<file path="src/rtl/pc_pkg.sv">
`default_nettype none
// ============================================================================
// Module      : pc_pkg
// Description : Shared types and constants for the 12-bit-address program
//               counter.
// Revision    : 1.0 - initial release
// ============================================================================
package pc_pkg;

  // Default program counter / jump target width in bits.
  localparam int PC_W = 12;

  typedef logic [PC_W-1:0] pc_t;

  // Value the program counter takes on reset.
  localparam pc_t PC_RESET = '0;

endpackage : pc_pkg
`default_nettype wire

</file>
<file path="src/rtl/pc_if.sv">
`default_nettype none
// ============================================================================
// Module      : pc_if
// Description : Control/address bundle between the controller/branch logic
//               (master) and the program counter (slave).
// Revision    : 1.0 - initial release
// ============================================================================
interface pc_if
  import pc_pkg::*;
#(
  parameter int D = PC_W
);

  logic         absjump_en;  // load target at the next rising edge
  logic         nextFlag;    // advance by one at the next rising edge
  logic [D-1:0] target;      // absolute jump destination
  logic [D-1:0] prog_ctr;    // current program counter value

  // Controller side: issues jump/advance requests, observes the address.
  modport master (
    output absjump_en,
    output nextFlag,
    output target,
    input  prog_ctr
  );

  // Program counter side.
  modport slave (
    input  absjump_en,
    input  nextFlag,
    input  target,
    output prog_ctr
  );

endinterface : pc_if
`default_nettype wire

</file>
<file path="src/rtl/pc.sv">
`default_nettype none
// ============================================================================
// Module      : pc
// Description : Program counter. Holds the address of the instruction being
//               fetched; loads an absolute jump target or advances by one.
//               Priority: reset > jump > increment > hold.
// Revision    : 1.0 - initial release
// ============================================================================
module pc
  import pc_pkg::*;
#(
  parameter int D = PC_W
) (
  input  wire logic clk,
  input  wire logic reset,
  pc_if.slave       bus
);

  // Width must allow at least one address bit.
  generate
    if (D < 1) begin : g_bad_width
      $error("pc: parameter D must be >= 1");
    end
  endgenerate

  logic [D-1:0] r_prog_ctr;

  // Program counter register with reset > jump > increment > hold priority.
  always_ff @(posedge clk) begin
    if (reset) begin
      r_prog_ctr <= D'(PC_RESET);
    end else if (bus.absjump_en) begin
      r_prog_ctr <= bus.target;
    end else if (bus.nextFlag) begin
      r_prog_ctr <= r_prog_ctr + 1'b1;  // carry discarded: wraps to 0
    end
  end

  assign bus.prog_ctr = r_prog_ctr;

  // Behavioural properties of the next-value selection.
  a_reset : assert property (@(posedge clk)
    reset |=> (r_prog_ctr == D'(PC_RESET)));

  a_jump : assert property (@(posedge clk)
    (!reset && bus.absjump_en) |=> (r_prog_ctr == $past(bus.target)));

  a_incr : assert property (@(posedge clk)
    (!reset && !bus.absjump_en && bus.nextFlag)
      |=> (r_prog_ctr == D'($past(r_prog_ctr) + 1'b1)));

  a_hold : assert property (@(posedge clk)
    (!reset && !bus.absjump_en && !bus.nextFlag)
      |=> (r_prog_ctr == $past(r_prog_ctr)));

endmodule : pc
`default_nettype wire

</file>
<file path="src/flat_wrapper.sv">
// flat-port wrapper written by rule: the top's interface ports become plain ports
module pc_flat import pc_pkg::*;
#(
  parameter int D = PC_W
)
  (clk, reset, bus_absjump_en, bus_nextFlag, bus_target, bus_prog_ctr);
  pc_if #(.D(D)) bus_i ();
  input  wire logic clk;
  input  wire logic reset;
  input wire logic [$bits(bus_i.absjump_en)-1:0] bus_absjump_en;
  input wire logic [$bits(bus_i.nextFlag)-1:0] bus_nextFlag;
  input wire logic [$bits(bus_i.target)-1:0] bus_target;
  output wire logic [$bits(bus_i.prog_ctr)-1:0] bus_prog_ctr;
  assign bus_i.absjump_en = bus_absjump_en;
  assign bus_i.nextFlag = bus_nextFlag;
  assign bus_i.target = bus_target;
  assign bus_prog_ctr = bus_i.prog_ctr;
  pc #(.D(D)) u_core (.clk(clk), .reset(reset), .bus(bus_i));
endmodule
</file>
<file path="config.mk">
export PLATFORM = sky130hd
export DESIGN_NAME = pc_flat
export DESIGN_NICKNAME = d
export VERILOG_FILES = /design/src/rtl/pc_pkg.sv /design/src/rtl/pc_if.sv /design/src/rtl/pc.sv /design/src/flat_wrapper.sv
export SDC_FILE = /design/constraint.sdc
export NUM_CORES = 1
export LEC_CHECK = 0
export CORE_MARGIN = 2
export CORE_UTILIZATION = 41
export CTS_CLUSTER_SIZE = 28
export DETAILED_ROUTE_END_ITERATION = 16
export GPL_TIMING_DRIVEN = 0
export PLACE_DENSITY = 0.86
export SLEW_MARGIN = 20
export SYNTH_ARGS = -nofsm -noshare
export SYNTH_HDL_FRONTEND = slang
export SYNTH_SLANG_ARGS = --single-unit
</file>
<file path="constraint.sdc">
create_clock -name clk -period 1.67 [get_ports clk]
set_input_delay 0.334 -clock clk [delete_from_list [all_inputs] [get_ports clk]]
set_output_delay 0.334 -clock clk [all_outputs]
set_load 0.02 [all_outputs]
</file>
==> metrics.md <==
| Metric | Value |
|---|---|
| Vias in the first global route | 636 |
| First-pass GRT wire length | 2730 um |
| Kind of end point of the critical path | output port |
| Initial antenna violation count | 0 |
| CTS tree | yes |
| Area growth syn-to-layout | 45.6% |
| Largest net degree at the start of global routing | 11 |
| Storage cell area | 241 um2 |
| Crit path cell chain | clkdlybuf4s50_1 |
| Total GRT Usage | 18.8% |
| Post-synthesis cell type count | 28 |
| Layout Utilization | 64.8% |
| Synth warnings | 0 |
| Die Height | 44.9 um |
| Seq/Total Area, Yosys | 35.0% |
| Global placer's final weighted congestion | 0.790 |
| IO buf count | 26 |
| Status | finished, final reports clean |
| Vias per inst | 5.41 |
| Routed wl met3 | 79 um |
| Setup ws final | 0.0404 ns |
| Kind of critical path | reg2out |
| Crit-path slowest cell | clkdlybuf4s50_1 |
| Pins Over Slew Limit | 0 |
| Ys async rst share | 0% |
| Root buf cell | clkbuf_4 |
| Fin. Hold Viols | 0 |
| Iter 0 DRT Violations | 12 |
| Ys flop type | dfxtp_1 |
| Top routing layer in use | met4 |
| Share of cells above drive strength 1 | 8.04% |
| DR vias | 693 |
| Share of the synthesized area in the top cell type | 35.0% |
| Max-cap violations | 0 |
| Peak VDD IR | 478 uV |
| Most frequent cell after synthesis | dfxtp_1 |
| RSZ-0062 raised after global routing | false |
| CP Max Fanout | 4 |
| Hold buffers post-CTS | 0 |
| Resized cells post-CTS | 9 |
| Power Density | 728 mW/mm2 |
| Met2 wire length | 868 um |
| Worst Path Buf+Inv | 1 |
| Die area | 0.00202 mm2 |
| CTS H-tree lvls | 1 |
| Number of flip-flops in the largest register | 12 |
| Crit path DAT | 1.30 ns |
| Routed met1 length | 801 um |
| Post-Syn Instances | 82 |
| Required @ worst endpoint | 1.34 ns |
| CTS Buffer Depth | 2 |
| DR WL/cell | 13.9 um |
| Clock Skews | 0.00652 ns |
| Boundary Pins | 28 |
| Setup bufs post-CTS | 0 |
| Filler cell count | 147 |
| Final setup vio count | 0 |
| Core area | 0.00154 mm2 |
| Startpoint Class | flip-flop |
| Avg Cell Area, Syn | 8.36 um2 |
| Clk pin slew, worst setup/hold paths | 0.08 ns |
| Levels on crit path | 1 |
| Tmin final | 1.63 ns |
| Hold depth | 4 |
| Initial core utilization | 44.5% |
| Register bit total from synthesis | 12 |
| Final worst-path cycle share | 97.6% |
| FF-to-FF path depth | 5 |
| Multi-input logic area | 410 um2 |
| Worst skew pair latency | 0.27 ns |
| Post-synth EDFFs | 0 |
| Largest stage delay on the critical path | 0.63 ns |
| WL final | 1780 um |
| Largest delay share family, worst path | buffers and inverters |
| TritonRoute pass-1 iters | 5 |
| Synth Cell Area | 686 um2 |
| Nets | 130 |
| Largest cells by area after synthesis | dfxtp_1 35%, xnor2_1 8.9%, a21oi_1 5.8%, mux2i_1 4.4%, nor3_1 3.6% |
| Clock sink total | 12 |
| Min-Delay Path Class | in2reg |
| Dpl ws | -0.133 ns |
| Total gr overflow | 0 |
| Leakage | 0.433 nW |
| Synthesized Nets | 99 |
| Tightest Pin Transition | 0.509 ns |
| CTS Buf Count | 3 |
| Chip Width | 44.9 um |
| HPWL after detailed placement | 1310 um |
| # DRC | 0 |
| Max_slew headroom | 66.1% |
| Synth cell count leaders | 12 x dfxtp_1, 8 x a21oi_1, 7 x xnor2_1 |
| FP Rows | 14 |
| Final antenna-violating net count | 0 |
| Maximum clock rate | 0.614 GHz |
| Largest area contributor in the synthesized netlist | dfxtp_1 |
| Number of diodes | 0 |
==> placed cells by master, fill, tap and decap left out, types with 5 or more instances in the layout <==
cell type,count
nor3_1,5
a21oi_1,8
xnor2_1,7
nor2_1,6
nand2_1,5
inv_1,5
dlygate4sd2_1,8
dfxtp_1,11
clkdlybuf4s50_1,16
==> routing by layer <==
layer	vias up	GRT usage, %
met5	-	0
li1	350	-
met2	17	32.5
met4	0	11.2
met3	4	4.40
met1	322	20.9
==> path summary, 6_finish.rpt <==
path	end	slack, ns	from
min reg2reg	u_core.bus.prog_ctr[11]	0.60	u_core.bus.prog_ctr[11]
max reg2reg	u_core.bus.prog_ctr[6]	0.17	u_core.bus.prog_ctr[0]
min	u_core.bus.prog_ctr[10]	0.58	bus_nextFlag
max	bus_prog_ctr[8]	0.04	u_core.bus.prog_ctr[8]
==> through the flow <==
stage                     TNS [ns]  cells  instance area [um2]  hold WS, ns  power (mW)
after floorplan                  0     82                  686        0.423       0.420
after global placement      -0.237    124                  966        0.565       0.503
after detailed placement    -0.567    124                  966        0.579       0.510
after CTS                        0    128                  993        0.572       0.733
after global routing             0    128                  998        0.591       0.760
final                            0    128                  998        0.578       0.727
==> worst reg2reg max path, cell delays in order (launching register included) <==
cell and delay, ns:
dfxtp_1 0.43, ha_1 0.24, nand2_1 0.13, or3_1 0.33
a21o_1 0.19, a21oi_2 0.12
==> cell families (layout without fill, tap and decap cells) <==
kind of cell             count (synthesis)  in the layout  share of synthesized area, %
AO/OA/AOI/OAI                           19             19                          17.3
XOR/XNOR                                 9              9                          11.5
adder cells (fa/ha/maj)                  1              1                          1.82
buffers and inverters                    9             39                          5.11
flip-flops                              12             12                          35.0
multiplexers                             3              3                          4.38
AND/OR/NAND/NOR                         29             29                          24.8
==> where the power goes <==
group          switching [mW]  leakage, nW  internal [mW]
combinational          0.0749        0.312         0.0841
clock                   0.101       0.0210          0.132
sequential             0.0292       0.0997          0.306
==> final cells by class <==
type / instances / area share (%)
plain buffers: 4 / 1.63
clock buffers: 4 / 3.63
inverters: 5 / 1.88
multi-input cells: 61 / 41.1
flip-flops and latches: 12 / 24.2
well taps: 16 / 2.01
repair buffers: 26 / 25.6
No activity file was read; power rests on OpenSTA's default activity.
